--- config.mk ---
export PLATFORM = sky130hd
export DESIGN_NAME = vram_dma
export DESIGN_NICKNAME = d
export VERILOG_FILES = /design/src/rtl/vram_dma.sv
export SDC_FILE = /design/constraint.sdc
export NUM_CORES = 1
export LEC_CHECK = 0
export ABC_AREA = 1
export CORE_MARGIN = 3
export CORE_UTILIZATION = 49
export DETAILED_ROUTE_END_ITERATION = 12
export GPL_ROUTABILITY_DRIVEN = 0
export GPL_TIMING_DRIVEN = 0
export PLACE_DENSITY = 0.81
export SYNTH_ARGS = -nofsm -noshare
export SYNTH_HDL_FRONTEND = slang
export SYNTH_SLANG_ARGS = --single-unit
--- constraint.sdc ---
create_clock -name clk -period 2.3 [get_ports clk]
set_clock_uncertainty 0.05 [all_clocks]
set_input_delay 0.23 -clock clk [delete_from_list [all_inputs] [get_ports clk]]
set_output_delay 0.23 -clock clk [all_outputs]
set_load 0.03 [all_outputs]
--- src/rtl/vram_dma.sv ---
// vram_dma: writer-side master for the GPU VRAM port.
//
// Copies a block of bytes from CPU-side source memory into VRAM. VRAM is
// written only while vblank is high, so scan-out is never disturbed. This
// block owns the VRAM write port (data/address/cs) exclusively.
//
// Optional build macro: VRAM_DMA_FILL_EN
//   When defined, ports fill/fill_value are added. With fill=1 latched on
//   start, fill_value is written to length consecutive VRAM addresses and
//   no source reads are made.
//
// Ports:
//   clk        system clock (same clock as gpu_m)
//   rst        synchronous active-low reset
//   start      single-cycle transfer request, sampled only in IDLE
//   src_base   first source address, latched on start
//   dst_base   first VRAM address, latched on start
//   length     byte count, latched on start (0 gives an immediate done)
//   fill       (VRAM_DMA_FILL_EN only) fill mode select, latched on start
//   fill_value (VRAM_DMA_FILL_EN only) fill byte, latched on start
//   vblank     high while the GPU is outside the visible region
//   src_addr   source read address
//   src_rd     source read strobe; src_data is valid one cycle later
//   src_data   source read data
//   data       VRAM write data
//   address    VRAM write address
//   cs         VRAM write strobe, one byte per cycle
//   busy       high from the accepted start until done
//   done       one-cycle pulse in the cycle after the final write
module vram_dma #(
  parameter int VRAM_ADDR_WIDTH = 12,
  parameter int SRC_ADDR_WIDTH  = 16,
  parameter int LEN_WIDTH       = 13
) (
  input  logic                       clk,
  input  logic                       rst,
  input  logic                       start,
  input  logic [SRC_ADDR_WIDTH-1:0]  src_base,
  input  logic [VRAM_ADDR_WIDTH-1:0] dst_base,
  input  logic [LEN_WIDTH-1:0]       length,
`ifdef VRAM_DMA_FILL_EN
  input  logic                       fill,
  input  logic [7:0]                 fill_value,
`endif
  input  logic                       vblank,
  output logic [SRC_ADDR_WIDTH-1:0]  src_addr,
  output logic                       src_rd,
  input  logic [7:0]                 src_data,
  output logic [7:0]                 data,
  output logic [VRAM_ADDR_WIDTH-1:0] address,
  output logic                       cs,
  output logic                       busy,
  output logic                       done
);

  typedef enum logic [1:0] {
    IDLE,
    RUN,
    FLUSH
  } state_t;

  state_t state, state_nxt;

  logic [SRC_ADDR_WIDTH-1:0]  src_ptr;
  logic [VRAM_ADDR_WIDTH-1:0] dst_ptr;
  logic [LEN_WIDTH-1:0]       issue_left;

  // One-entry pending write. pend_fresh marks the first cycle after the
  // byte was issued: the byte is then still on src_data (or is the fill
  // byte) and is captured into pend_data at the end of that cycle.
  logic                       pend_valid;
  logic                       pend_fresh;
  logic [7:0]                 pend_data;
  logic [VRAM_ADDR_WIDTH-1:0] pend_addr;
  logic                       done_r;

  logic                       issue;
  logic                       wr;
  logic                       accept;
  logic                       fill_mode;
  logic [7:0]                 fresh_byte;

`ifdef VRAM_DMA_FILL_EN
  logic                       fill_r;
  logic [7:0]                 fill_value_r;

  assign fill_mode  = fill_r;
  assign fresh_byte = fill_r ? fill_value_r : src_data;
`else
  assign fill_mode  = 1'b0;
  assign fresh_byte = src_data;
`endif

  // A start landing in the done cycle is ignored even though the state is
  // already back in IDLE.
  assign accept = (state == IDLE) && start && !done_r;

  // A pending byte goes out in any vblank cycle.
  assign wr = pend_valid && vblank;

  // Next-state and issue logic.
  always_comb begin
    state_nxt = state;
    issue     = 1'b0;
    case (state)
      IDLE: begin
        if (accept && (length != '0)) begin
          state_nxt = RUN;
        end
      end
      RUN: begin
        // The write stage can accept when the slot is empty or drains now.
        issue = vblank && (issue_left != '0) && (!pend_valid || wr);
        if (issue && (issue_left == LEN_WIDTH'(1))) begin
          state_nxt = FLUSH;
        end
      end
      FLUSH: begin
        if (wr) begin
          state_nxt = IDLE;
        end
      end
      default: begin
        state_nxt = IDLE;
      end
    endcase
  end

  // State, pointers and the pending write register.
  always_ff @(posedge clk) begin
    if (!rst) begin
      state        <= IDLE;
      src_ptr      <= '0;
      dst_ptr      <= '0;
      issue_left   <= '0;
      pend_valid   <= 1'b0;
      pend_fresh   <= 1'b0;
      pend_data    <= '0;
      pend_addr    <= '0;
      done_r       <= 1'b0;
`ifdef VRAM_DMA_FILL_EN
      fill_r       <= 1'b0;
      fill_value_r <= '0;
`endif
    end else begin
      state  <= state_nxt;
      done_r <= 1'b0;

      if (accept) begin
        src_ptr    <= src_base;
        dst_ptr    <= dst_base;
        issue_left <= length;
`ifdef VRAM_DMA_FILL_EN
        fill_r       <= fill;
        fill_value_r <= fill_value;
`endif
        if (length == '0) begin
          done_r <= 1'b1;
        end
      end

      if ((state == FLUSH) && wr) begin
        done_r <= 1'b1;
      end

      if (issue) begin
        if (!fill_mode) begin
          src_ptr <= src_ptr + 1'b1;
        end
        dst_ptr    <= dst_ptr + 1'b1;
        issue_left <= issue_left - 1'b1;
      end

      if (pend_fresh) begin
        pend_data <= fresh_byte;
      end
      pend_fresh <= issue;

      // A new issue refills the slot even if the old byte drains this cycle.
      if (issue) begin
        pend_valid <= 1'b1;
        pend_addr  <= dst_ptr;
      end else if (wr) begin
        pend_valid <= 1'b0;
      end
    end
  end

  assign src_addr = src_ptr;
  assign src_rd   = issue && !fill_mode;
  assign data     = pend_fresh ? fresh_byte : pend_data;
  assign address  = pend_addr;
  assign cs       = wr;
  assign busy     = (state != IDLE);
  assign done     = done_r;

endmodule

==> flow_metrics.tcl, run 1 <==
set metrics [dict create \
    ios 93 \
    endpoint_kind "output port" \
    timing.fmax_mhz 459.4 \
    grt_use_total_pct 26.19 \
    insertion_delay_ns 0.35 \
    power.total_mw 3.159 \
    setup_ws_ns 0.1232 \
    overflow 0 \
    wl_per_cell_um 14.52 \
    avgViaCountPerCell 5.196 \
    leakagePower_nw 2.114 \
    synth_cells 570 \
    port_buffers 92 \
    cp_top_family "buffers and inverters" \
    cap_violations 0 \
    cts_setup_buffers 0 \
    dp_hpwl_mm 8.101 \
    clk_pin_slew_ns 0.09 \
    netlist_top_cells_area "dfxtp_1 36%, nand2_1 21%, a21oi_1 6.5%" \
    crit_slowest_cell "dfxtp_1" \
    cp.buffers_inverters 3 \
    ir_drop_mv 0.4227 \
    ctsHoldBuffers 0 \
    area_delta_synth_final_pct 33.62 \
    drtIter0Drc 335 \
    cp_common_cell "nand2_2" \
    rsz0062_at_grt "no" \
    num_antenna_cells 0 \
    row_count 30 \
    grt_start_max_net_pins 15 \
    async_flop_share_pct 0 \
    power.density_nw_per_um2 644.2 \
    clockBufferDepth 2 \
    critical_path_class "reg -> out" \
    avgSynthCellArea_sq_um 6.438 \
    die_h_um 92.54 \
    synth-edff-count 0 \
    setup_violations 0 \
    cts_tree "yes" \
    drt_wl_total_mm 11.21 \
    finalHoldViolCount 0 \
    fin_crit_sh_pct 94.65 \
    crit_required_ns 2.02 \
    synth.distinct_cells 29 \
    fin_hold_ws_ns 0.4078 \
    cts_sinks 66 \
    relSlewSlack_pct 59.17 \
    yosysWarnings 0 \
    cp_cell_sequence "inv_1, ha_1, nand2_2, nor2_4, nand2_2, nand3_4, inv_6, buf_2" \
    worstPathArrival_ns 1.90 \
    layout.nets 728 \
    synth_top_area_share_pct 36.00 \
    status "finished, final reports clean" \
    fin_util_pct 69.86 \
    synthTopCellsByCount "201 x nand2_1, 66 x dfxtp_1, 58 x inv_1, 48 x a21oi_1, 43 x nor2_1" \
    max_slew.worst_pin.slew_ns 0.6125 \
    syn_area_sq_um 3670 \
    yosysTopAreaCell "dfxtp_1" \
    numCtsBuffers 9 \
    drcViolationCount 0 \
    holdCritPathClass "in -> reg" \
    setup_tns_ns 0 \
    dp_slack_ns -0.1689 \
    start_kind "register" \
    fp.dieW_um 92.54 \
    clockRootBuffer "clkbuf_8" \
    yosysMostFrequentCell "nand2_1" \
    yosysSeqAreaShare_pct 36.00 \
    crit_path_max_fanout 14 \
    antenna_left 0 \
    ys_ff_latch 66 \
    fin_crit_ns 2.177 \
    slew_violations 0 \
    vias 4011 \
    start_util_pct 52.28 \
    htreeDepth 3 \
    antenna_found_initial 0 \
    core_area_sq_um 7019 \
    first_global_vias 3728 \
    dr.pass1.iters 5 \
    drive_gt1_share_pct 5.917 \
    die_area_sq_um 8564 \
    max_stage_delay_ns 0.36 \
    grt_pass1_wl_mm 18.01 \
    synth.net_count 627 \
    synth_flop_cell "dfxtp_1" \
]
[flip-flops by register name, summed over array words and instances, names as in the netlist]
register / flops
address: 12
done: 1
dst_ptr: 12
issue_left: 13
pend_data: 8
pend_fresh: 1
pend_valid: 1
src_addr: 16
state: 2
[area by class of cell]
class                   instances  area, sq um
fillers                       620         2116
multi-input cells             420         1977
flip-flops and latches         66         1321
repair buffers                 92        915.9
inverters                      62        239.0
plain buffers                  20        128.9
clock buffers                   9        123.9
well taps                      96        120.1
clock inverters                 7        77.57
[report_power, final]
part / switching, mW / internal, mW / total, mW
sequential: 0.0937 / 1.23 / 1.32
combinational: 0.485 / 0.336 / 0.821
clock: 0.507 / 0.510 / 1.02
[routing by layer]
metal / share of wire, % / GRT usage [%] / vias to the layer above
met5: 0 / 0 / -
met4: 1.8 / 8.787 / 0
met3: 7.8 / 4.549 / 21
met2: 49 / 43.93 / 182
li1: - / - / 2003
met1: 42 / 33.95 / 1805
[layout by cell type (no fill, tap or decap), types with 2 or more instances in the layout]
| cell | Yosys | routed |
|---|---|---|
| a21oi_1 | 48 | 48 |
| buf_2 | 7 | 7 |
| buf_6 | 6 | 6 |
| clkbuf_1 | 8 | 7 |
| clkbuf_8 | 0 | 9 |
| clkdlybuf4s50_1 | 0 | 91 |
| clkinv_2 | 1 | 2 |
| clkinv_4 | 0 | 2 |
| dfxtp_1 | 66 | 66 |
| ha_1 | 4 | 4 |
| inv_1 | 58 | 58 |
| inv_6 | 0 | 3 |
| nand2_1 | 201 | 201 |
| nand2_2 | 2 | 2 |
| nand3_1 | 30 | 30 |
| nand4_1 | 10 | 10 |
| nor2_1 | 43 | 43 |
| nor2_4 | 2 | 2 |
| nor3_1 | 9 | 9 |
| nor4_1 | 2 | 2 |
| o21ai_0 | 32 | 32 |
| o21ai_1 | 6 | 6 |
| xnor2_1 | 5 | 5 |
| xor2_1 | 20 | 20 |
[metrics by stage]
stage | cell area, sq um | instances
2_1_floorplan | 3670 | 570
3_3_place_gp | 4711 | 758
3_5_place_dp | 4711 | 758
4_1_cts | 4911 | 773
5_1_grt | 4903 | 772
6_report | 4903 | 772
[what timing repair did]
item | CTS | global route
endpoints found under the hold margin | 0 | 0
gates resized for setup | 4 | 3
endpoints found under the setup margin | 1 | 9
[cells by family (layout without fill, tap and decap cells)]
family                     after synthesis  in the layout  synth area share, %
AOI/OAI and AO/OA                       88             88                12.14
and+or+nand+nor                        303            303                34.40
buffers and inverters                   84            190                10.13
adders and majority gates                4              4                1.364
DFF                                     66             66                36.00
xor gates and xnor gates                25             25                5.967
[worst min-delay path: cells and delay by family]
| kind | cells | cell delay (ns) |
|---|---|---|
| compound gates | 1 | 0.06 |
| buf+inv | 1 | 0.40 |
| simple gates | 1 | 0.08 |
[worst paths after layout]
kind,from,end,slack [ns],cells past startpoint
max,issue_left[0],src_rd,0.12,8
min,src_data[5],pend_data[5],0.41,3
max reg2reg,issue_left[0],address[3],0.29,10
min reg2reg,address[6],address[6],0.42,2
(Power assumes the default switching activity.)
==> inputs of run 2 (changes only) <==
==> constraint.sdc (replaced) <==
create_clock -name clk -period 2.2 [get_ports clk]
set_clock_uncertainty 0.05 [all_clocks]
set_input_delay 0.22 -clock clk [delete_from_list [all_inputs] [get_ports clk]]
set_output_delay 0.22 -clock clk [all_outputs]
set_load 0.03 [all_outputs]
==> flow_metrics.tcl, run 2 (same netlist as run 1, synthesis figures left out) <==
set metrics [dict create \
    status "finished, final reports clean" \
    port_buffers 92 \
    max_slew.worst_pin.slew_ns 0.5967 \
    avgViaCountPerCell 5.197 \
    clockBufferDepth 2 \
    holdCritPathClass "in -> reg" \
    layout_common_cells "201 x nand2_1, 86 x clkdlybuf4s50_1, 66 x dfxtp_1, 57 x inv_1, 48 x a21oi_1" \
    die_area_sq_um 8564 \
    timing.critical_path.to "src_rd" \
    fillCellCount 615 \
    area_delta_synth_final_pct 34.23 \
    r2r_setup_slack_ns 0.18 \
    fp.dieW_um 92.54 \
    row_count 30 \
    cts_tree "yes" \
    power.density_nw_per_um2 669.3 \
    first_global_vias 3724 \
    largest_reg_flops 16 \
    seq_area_sq_um 1321 \
    overflow 0 \
    drtIter0Drc 330 \
    final_common_cell "nand2_1" \
    num_antenna_cells 0 \
    setup_ws_ns 0.07621 \
    ir_drop_mv 0.4414 \
    ctsHoldBuffers 0 \
    vias 4012 \
    dp_slack_ns -0.2589 \
    drt_wl_total_mm 11.15 \
    fin_hold_ws_ns 0.4021 \
    core_area_sq_um 7019 \
    leakagePower_nw 2.205 \
    finalHoldViolCount 0 \
    startpoint "issue_left[0]" \
    htreeDepth 3 \
    dp_hpwl_mm 8.101 \
    timing.fmax_mhz 470.9 \
    worstPathArrival_ns 1.85 \
    fin_crit_sh_pct 96.54 \
    power.total_mw 3.297 \
    r2r_start "issue_left[0]" \
    r2r_end "dst_ptr[9]" \
    layout.nets 728 \
    crit_path_max_fanout 14 \
    clockRootBuffer "clkbuf_8" \
    start_kind "register" \
    endpoint_kind "output port" \
    drcViolationCount 0 \
    crit_required_ns 1.93 \
    multi_input_area_sq_um 1977 \
    r2r_cells 10 \
    grt_use_total_pct 26.19 \
    ios 93 \
    clk_pin_slew_ns 0.09 \
    cts_sinks 66 \
    die_h_um 92.54 \
    antenna_found_initial 0 \
    fin_crit_ns 2.124 \
    fin_util_pct 70.18 \
    relSlewSlack_pct 60.22 \
    grt_pass1_wl_mm 18.02 \
    cap_violations 0 \
    dr.pass1.iters 5 \
    antenna_left 0 \
    numCtsBuffers 9 \
    wl_per_cell_um 14.44 \
    insertion_delay_ns 0.35 \
    critical_path_class "reg -> out" \
    start_util_pct 52.28 \
    grt_start_max_net_pins 15 \
    cts_setup_buffers 0 \
    drive_gt1_share_pct 6.065 \
    setup_violations 0 \
    rsz0062_at_grt "no" \
    slew_violations 0 \
]
## run 2: cell count changes in the layout (fill, tap and decap cells not counted), sizes merged
cell           before  now
buf                13   12
inv                62   61
clkdlybuf4s50      91   86
dlymetal6s2s        0    5
clkinv              5    6
clkbuf             17   18
## run 2: what timing repair did
action                                  CTS  global route
endpoints found under the setup margin    9             7
cloned                                    0             0
resized for setup                         7             9
## run 2: worst min-delay path by stage
stage | to | from | cells past startpoint
final | pend_data[6] | src_data[6] | 3
after global routing | pend_data[7] | src_data[7] | 3
after CTS | pend_data[7] | src_data[7] | 3
after detailed placement | address[6] | address[6] | 2
after global placement | address[1] | address[1] | 2
after floorplan | address[3] | rst | 2
## run 2: through the flow
| stage | instance area (sq um) | setup TNS [ns] | cells |
|---|---|---|---|
| floorplan | 3670 | 0 | 570 |
| finish | 4926 | 0 | 772 |
| global route | 4926 | 0 | 772 |
| detailed placement | 4711 | -0.2589 | 758 |
| global placement | 4711 | -0.2374 | 758 |
| CTS | 4903 | 0 | 772 |
## run 2: layout make-up
cell class	instances	share of cell area, %
Inverter	62	5.004
Buffer	20	2.616
Multi-Input combinational cell	420	40.13
Timing Repair Buffer	92	18.90
Clock buffer	9	2.515
Tap cell	96	2.438
Clock inverter	7	1.575
Sequential cell	66	26.82
## run 2: critical path: stages (launching register included)
cell and delay (ns):
dfxtp_1 0.33, inv_1 0.10, ha_1 0.25, nand2_2 0.13, nor2_4 0.15, nand2_2 0.09
nand3_4 0.15, clkinv_8 0.12, clkbuf_4 0.20
## run 2: power breakdown
part	switching (mW)	internal, mW	total [mW]
sequential	0.0974	1.28	1.38
combinational	0.504	0.352	0.856
clock	0.527	0.533	1.06
total	1.13	2.17	3.30
## run 2: routing by layer
metal  track usage, %  up-vias  routed length, um
met1            34.06     1791               4538
met2            43.81      198               5488
li1                 -     2001                  -
met4            8.787        0                198
met5                0        -                  0
met3            4.549       22                919
